==> src/rtl/if_neuron_layer.sv <==
// Integrate-and-fire neuron layer: weighted spike sum, saturating membrane potential, refractory count.
// Latency 1 cycle step_en->spike_out; no backpressure, a step is accepted every cycle. Optional leak: IF_LEAK_EN.
module if_neuron_layer #(
  parameter int NUM_INPUTS   = 4,
  parameter int NUM_NEURONS  = 1,
  parameter int WEIGHT_WIDTH = 8,
  parameter int POT_WIDTH    = 16,
  parameter int THRESHOLD    = 1000,
  parameter int REFRAC       = 5,
  parameter int LEAK         = 1
) (
  input  logic                                        clk,
  input  logic                                        rst,
  input  logic                                        step_en,
  input  logic [NUM_INPUTS-1:0]                       spike_in,
  input  logic [NUM_NEURONS*NUM_INPUTS*WEIGHT_WIDTH-1:0] weights,
  input  logic [NUM_NEURONS-1:0]                      neuron_rst,
  output logic [NUM_NEURONS-1:0]                      spike_out,
  output logic [NUM_NEURONS-1:0]                      refrac_busy
);

  localparam int SUM_W = WEIGHT_WIDTH + $clog2(NUM_INPUTS + 1);
  // A REFRAC of 0 would give a zero-width counter, so keep at least one bit.
  localparam int RW    = (REFRAC > 0) ? $clog2(REFRAC + 1) : 1;
  localparam int EXT_W = ((POT_WIDTH > SUM_W) ? POT_WIDTH : SUM_W) + 1;

  localparam logic [POT_WIDTH-1:0] POT_MAX = '1;
  localparam logic [POT_WIDTH-1:0] THR     = POT_WIDTH'(THRESHOLD);
  localparam logic [RW-1:0]        RLOAD   = RW'(REFRAC);

  logic [POT_WIDTH-1:0] pot_q  [NUM_NEURONS];
  logic [POT_WIDTH-1:0] pot_d  [NUM_NEURONS];
  logic [RW-1:0]        rcnt_q [NUM_NEURONS];
  logic [RW-1:0]        rcnt_d [NUM_NEURONS];
  logic [SUM_W-1:0]     sum    [NUM_NEURONS];
  logic [POT_WIDTH-1:0] base   [NUM_NEURONS];
  logic [EXT_W-1:0]     ext    [NUM_NEURONS];
  logic [POT_WIDTH-1:0] acc    [NUM_NEURONS];
  logic [NUM_NEURONS-1:0] spk_d;
  logic [NUM_NEURONS-1:0] spk_q;
  logic [NUM_NEURONS-1:0] busy_q;

  always_comb begin
    spk_d = '0;
    for (int n = 0; n < NUM_NEURONS; n++) begin
      sum[n] = '0;
      for (int i = 0; i < NUM_INPUTS; i++) begin
        if (spike_in[i])
          sum[n] = sum[n] + SUM_W'(weights[(n*NUM_INPUTS+i)*WEIGHT_WIDTH +: WEIGHT_WIDTH]);
      end
`ifdef IF_LEAK_EN
      base[n] = (pot_q[n] > POT_WIDTH'(LEAK)) ? pot_q[n] - POT_WIDTH'(LEAK) : '0;
`else
      base[n] = pot_q[n];
`endif
      // Clamp before the threshold compare so a saturated neuron can still fire at THRESHOLD=max.
      ext[n] = EXT_W'(base[n]) + EXT_W'(sum[n]);
      acc[n] = (ext[n] > EXT_W'(POT_MAX)) ? POT_MAX : ext[n][POT_WIDTH-1:0];

      pot_d[n]  = pot_q[n];
      rcnt_d[n] = rcnt_q[n];
      if (neuron_rst[n]) begin
        pot_d[n]  = '0;
        rcnt_d[n] = RLOAD;
      end else if (step_en) begin
        if (rcnt_q[n] != '0) begin
          rcnt_d[n] = rcnt_q[n] - 1'b1;
        end else if (acc[n] >= THR) begin
          spk_d[n]  = 1'b1;
          pot_d[n]  = '0;
          rcnt_d[n] = RLOAD;
        end else begin
          pot_d[n] = acc[n];
        end
      end
    end
  end

  always_ff @(posedge clk or negedge rst) begin
    if (!rst) begin
      spk_q  <= '0;
      busy_q <= '0;
      for (int n = 0; n < NUM_NEURONS; n++) begin
        pot_q[n]  <= '0;
        rcnt_q[n] <= '0;
      end
    end else begin
      spk_q <= spk_d;
      for (int n = 0; n < NUM_NEURONS; n++) begin
        pot_q[n]  <= pot_d[n];
        rcnt_q[n] <= rcnt_d[n];
        busy_q[n] <= (rcnt_d[n] != '0);
      end
    end
  end

  assign spike_out   = spk_q;
  assign refrac_busy = busy_q;

endmodule

==> config.mk <==
export PLATFORM = sky130hd
export DESIGN_NAME = if_neuron_layer
export DESIGN_NICKNAME = d
export VERILOG_FILES = /design/src/rtl/if_neuron_layer.sv
export SDC_FILE = /design/constraint.sdc
export NUM_CORES = 1
export LEC_CHECK = 0
export BUFFER_PORTS_ARGS = -buffer_cell sky130_fd_sc_hd__buf_2
export CORE_MARGIN = 2
export CORE_UTILIZATION = 53
export CTS_CLUSTER_DIAMETER = 80
export DETAILED_ROUTE_END_ITERATION = 16
export PLACE_DENSITY = 0.86
export SLEW_MARGIN = 20
export SYNTH_ARGS = -nofsm -noshare
export SYNTH_HDL_FRONTEND = slang
export SYNTH_SLANG_ARGS = --single-unit
==> constraint.sdc <==
create_clock -name clk -period 2.65 [get_ports clk]
set_input_delay 0.53 -clock clk [delete_from_list [all_inputs] [get_ports clk]]
set_output_delay 0.53 -clock clk [all_outputs]
set_load 0.03 [all_outputs]
Yosys cells after proc, flatten, opt, wreduce, memory -nomap -nowiden
Cells that the tools add are included.
{"block": "word_totals", "regBits": 21, "input_bits": 40, "out_inout_bits": 2, "elab_cells": 33}
{"block": "op_classes", "n_addsub": 5, "order_cmp": 2, "eq_ne": 1, "mux": 17, "n_reduce_logical": 4}
{"cell": "16-bit 2-to-1 mux", "n": 5}
{"cell": "11-bit by 8-bit adder with 11-bit output", "n": 3}
{"cell": "11-bit 2-to-1 mux", "n": 3}
{"cell": "16-bit by 11-bit adder with 17-bit output", "n": 1}
{"cell": "17-bit by 16-bit greater-than comparator with 1-bit output, second input constant", "n": 1}
{"cell": "16-bit by 10-bit greater-or-equal comparator with 1-bit output, second input constant", "n": 1}
{"cell": "3-bit 2-to-1 mux", "n": 4}
{"cell": "8-bit 2-to-1 mux", "n": 1}
{"cell": "3-bit nonzero test", "n": 2}
{"cell": "1-bit 2-to-1 mux", "n": 4}
{"cell": "3-bit by 1-bit subtractor with 3-bit output, second input constant", "n": 1}
{"cell": "2-bit != test, second input constant", "n": 1}
{"cell": "2-bit AND reduction", "n": 1}
{"cell": "2-bit nonzero test", "n": 1}

Depth between registers and ports, before layout
{"block": "depth", "word_depth": 16, "depth_mapped": 34, "depth_no_buf": 33}

Least setup slack after synthesis
Ideal clock, no wire load.
{"block": "synth_path", "path_kind": "input -> register", "start": "input port spike_in[0]", "end": "register pot_q (netlist bit base[0])", "setup_time_ps": 76, "t_arrival_ps": 6834, "required_time_ps": 2574, "setup_slack_ps": -4260, "path_stages": 31, "n_path_buf": 1, "cell_sequence": "buf_2 and2_1 ha_1 fa_1 maj3_1 a22o_1 or2_2 nand3_1 o21ai_0 ha_1 a21boi_0 o21a_1 nor2_1 xnor2_1 mux2_2 ha_1 a21oi_1 nor2b_1 o21a_1 nor4b_1 a311o_1 ha_1 a21o_1 a221oi_1 nor3_1 a31oi_1 o211ai_1 a211oi_2 and2_4 nand4_4 o21ai_2"}
{"block": "synth_via", "elab_chain_cells": 15}
{"item": "from (decl)", "line_no": "15", "text": "input logic [NUM_INPUTS-1:0] spike_in,"}
{"item": "8-bit 2-to-1 mux *", "line_no": "48", "text": "if (spike_in[i])"}
{"item": "11-bit by 8-bit adder with 11-bit output", "line_no": "49", "text": "sum[n] = sum[n] + SUM_W'(weights[(n*NUM_INPUTS+i)*WEIGHT_WIDTH +: WEIGHT_WIDTH]);"}
{"item": "11-bit 2-to-1 mux *", "line_no": "48"}
{"item": "11-bit by 8-bit adder with 11-bit output", "line_no": "49"}
{"item": "11-bit 2-to-1 mux *", "line_no": "48"}
{"item": "11-bit by 8-bit adder with 11-bit output", "line_no": "49"}
{"item": "11-bit 2-to-1 mux *", "line_no": "48"}
{"item": "16-bit by 11-bit adder with 17-bit output *", "line_no": "57", "text": "ext[n] = EXT_W'(base[n]) + EXT_W'(sum[n]);"}
{"item": "17-bit by 16-bit greater-than comparator with 1-bit output", "line_no": "58", "text": "acc[n] = (ext[n] > EXT_W'(POT_MAX)) ? POT_MAX : ext[n][POT_WIDTH-1:0];"}
{"item": "16-bit 2-to-1 mux *", "line_no": "58"}
{"item": "16-bit by 10-bit greater-or-equal comparator with 1-bit output", "line_no": "68", "text": "end else if (acc[n] >= THR) begin"}
{"item": "16-bit 2-to-1 mux *", "line_no": "68"}
{"item": "16-bit 2-to-1 mux *", "line_no": "66", "text": "if (rcnt_q[n] != '0) begin"}
{"item": "16-bit 2-to-1 mux *", "line_no": "65", "text": "end else if (step_en) begin"}
{"item": "16-bit 2-to-1 mux *", "line_no": "62", "text": "if (neuron_rst[n]) begin"}
{"item": "to (signal, indexed assignment)", "line_no": "90", "text": "pot_q[n] <= pot_d[n];"}
{"item": "to (decl)", "line_no": "31", "text": "logic [POT_WIDTH-1:0] pot_q [NUM_NEURONS];"}
Mark *: on every way between the ends. The rest lies on a longest branch, timed or not. The select of a mux whose other input is x is not followed.
A chain may end at the register's enable or synchronous reset.

Worst setup path in the final report
Ends and elaborated chain as after synthesis.

==> key figures <==
Placed design
  • GPL Wtd Cong: 0.943
  • Placed cells: ~570
  • Post-DP HPWL: slightly below 7000 µm
  • Port bufs: 41

Timing
  • Tcrit/Tclk final: 2.44
  • Post-route setup TNS: -56.85 ns
  • Clock period minus worst slack: between 6 and 7 ns
  • Slew Limit Fails: 0
  • Fin worst setup slack: -3.82 ns
  • RSZ-0062 raised after global routing: true
  • Fmax: 154 MHz
  • Worst-margin pin slew: just under 0.7 ns
  • Final hold vios: 0
  • Worst rel slew slack: 0.537
  • Setup violators final: 15
  • Final clock skew: between 0.001 and 0.0015 ns

Routing
  • Routed Antenna Nets: 0
  • Met3 routed wirelength: about 420 µm
  • Top Layer Used: met4
  • Vias after detailed routing: 3396
  • Drt pass-1 iters: 4
  • Drt drc: 0
  • Drt initial violations: ~170
  • Met1 wire length: between 3000 and 4000 µm
  • Vias/cell: around 5.8
  • Average wire per standard cell: between 15 and 20 µm
  • Drt total wl: around 9400 µm
  • Met2 Wirelength: around 5000 µm

Synth
  • Syn. warnings: 0
  • Synth top area cells: dfrtp_1, ha_1, a21oi_1, o21ai_0, xnor2_1
  • Yosys reg bits: 21
  • Main flop type after synthesis: dfrtp_1
  • Seq/Total Area, Yosys: 0.175
  • Average cell area after synthesis: approximately 8 µm²
  • Number of enable flip-flop cells after synthesis: 0
  • Largest area contributor in the netlist: dfrtp_1
  • Yosys cell types: 65
  • Net Count, Synth: approximately 460
  • Ys async rst share: 1.00
  • Cells after synthesis: 376
  • Top cell type's share of synthesized area: 0.175
  • Synth Cell Area: ~0.0030 mm²

GRT
  • Vias in the first global route: approximately 3600
  • Global route total overflow: 0
  • First-pass GRT wire length: roughly 15000 µm
  • Number of antenna violations at the first check in global routing: 0
  • Pin count of the biggest net entering global routing: 22
  • Total GRT Usage: 0.297

CTS
  • TritonCTS buffer count: 3
  • Clock transition at path regs: around 0.080 ns
  • H-tree Lvls: 1
  • CTS tree: yes
  • Sink Count: 21
  • Clk root buf: clkbuf_8
  • Worst-skew pair later-pin latency: ~0.27 ns
  • CTS Buffer Depth: 2

Min path
  • Hold crit path type: input pin to async pin

Worst setup path
  • Worst setup SP type: input pin
  • Crit Path Max Fanout: 5
  • Worst endpoint data arrival time: approximately 6.7 ns
  • CP dominant cell by count: ha_4
  • Slowest Stage Delay on Critical Path: between 0.4 and 0.5 ns
  • Critical Path RT: between 2 and 3 ns
  • Crit path capture type: flop
  • Slowest cell on the critical path: fa_2
  • Worst Path Class, Setup: input pin to flop

Floorplan
  • Initial Util: 0.546
  • Die H: about 79 µm
  • Core Box Area: roughly 0.0055 mm²
  • Cell Rows: 27
  • Chip width: approximately 79 µm
  • I/O pin count: 42
  • Die area: roughly 0.0063 mm²

Pwr
  • Maximum VDD drop: roughly 0.42 mV
  • LEAKAGE: roughly 2.2 nW
  • Pwr Total: around 1.8 mW
  • Pwr/cell area: 412 mW/mm²

Run status
  • Failing checks: negative setup slack
  • Status: complete, but fails checks

Layout
  • Commonest non-fill, non-tap cells in the layout: buf_4, buf_2, nand2_1, ha_1, nor2_1
  • Final Non-Filler Cells: just under 600
  • Layout overhead on the synthesized area: 43.7%
  • Nets: 590
  • Fill count: between 300 and 400
  • Commonest non-fill, non-tap cell in the layout: buf_4
  • # diodes: 0
  • Ratio of cells with drive above 1 in the final layout: 0.418

Job
  • Max Cap Violations: 0
-- worst paths after layout --
path                       slack, ns  cells after the start     endpoint         from
setup / recovery               -3.82                     32      base[0]  spike_in[0]
hold / removal                  0.20                      1     base[10]          rst
setup reg to reg               -0.41                     13  refrac_busy      base[0]
hold reg to reg                 0.50                      1     base[10]     base[10]
max in group asynchronous       2.12                      1      base[2]          rst
min in group clk                0.50                      1     base[10]     base[10]
-- final cells by class --
class | instances | area [µm²] | area share
multi-input combinational | 318 | 2600 | 0.602
inverter | 26 | 97.6 | 0.0226
clock buffer | 3 | 41.3 | 0.00956
timing repair buffer | 140 | 958 | 0.222
sequential | 21 | 526 | 0.122
clock inverter | 1 | 7.51 | 0.00174
tap | 72 | 90.1 | 0.0209
-- per-layer routing --
metal | vias up | track usage
met1 | 1610 | 0.301
met3 | 33 | 0.0341
li1 | 1634 | -
met5 | - | 0
met2 | 119 | 0.595
met4 | 0 | 0.138
-- cell usage after synthesis, types with 6 or more instances --
cell type,instances
ha_1,36
a21oi_1,32
nand2_1,32
nor2_1,28
o21ai_0,28
inv_1,26
dfrtp_1,21
a21o_1,15
xnor2_1,14
and2_1,13
o21ai_2,10
xor2_1,10
mux2_2,9
nand3_1,9
nand2b_1,6
nor2b_1,6
-- registers in the layout (all words and copies together), names as in the netlist --
name         count
rcnt_q           3
spike_out        1
base            16
refrac_busy      1
-- critical path, delay by kind of cell --
kind | cells | cell delay [ns]
and+or+nand+nor | 8 | 1.14
muxes | 1 | 0.29
adders and majority gates | 5 | 1.43
buffers and inverters | 2 | 0.28
xor gates and xnor gates | 1 | 0.13
AOI/OAI and AO/OA | 15 | 2.89
-- stage by stage --
step / setup slack [ns] / area [µm²] / util / hold WS (ns)
finish: -3.82 / 4320 / 0.785 / 0.201
global route: -4.09 / 4320 / 0.785 / 0.251
CTS: -3.71 / 4210 / 0.765 / 0.221
detailed placement: -4.26 / 3990 / 0.725 / 0.483
global placement: -3.98 / 3990 / 0.725 / 0.479
floorplan: -3.78 / 3100 / - / 0.234
-- cell families (layout without fill, tap and decap cells) --
kind of cell | count (synthesis) | in the layout | synth area share
multiplexers | 13 | 13 | 0.0470
buffers and inverters | 38 | 170 | 0.0516
XOR/XNOR | 24 | 24 | 0.0699
AND/OR/NAND/NOR | 114 | 115 | 0.194
adder cells (fa/ha/maj) | 42 | 42 | 0.183
flip-flops | 21 | 21 | 0.175
AO/OA/AOI/OAI | 124 | 124 | 0.280
-- what timing repair did --
item / in CTS / in global routing
resized for setup: 21 / 13
gates cloned: 1 / 0
buffers inserted: 8 / 3
pin swaps: 21 / 6
hold buffers: 0 / 0
endpoints found under the setup margin: 15 / 15
endpoints found under the hold margin: 0 / 0
-- power breakdown --
part,total [mW],internal [mW],switching (mW),leakage (nW)
registers,0.329,0.325,0.00377,0.279
clock network,0.227,0.107,0.120,0.0217
logic,1.22,0.650,0.573,1.87
Power figures use the tool's default switching activity.
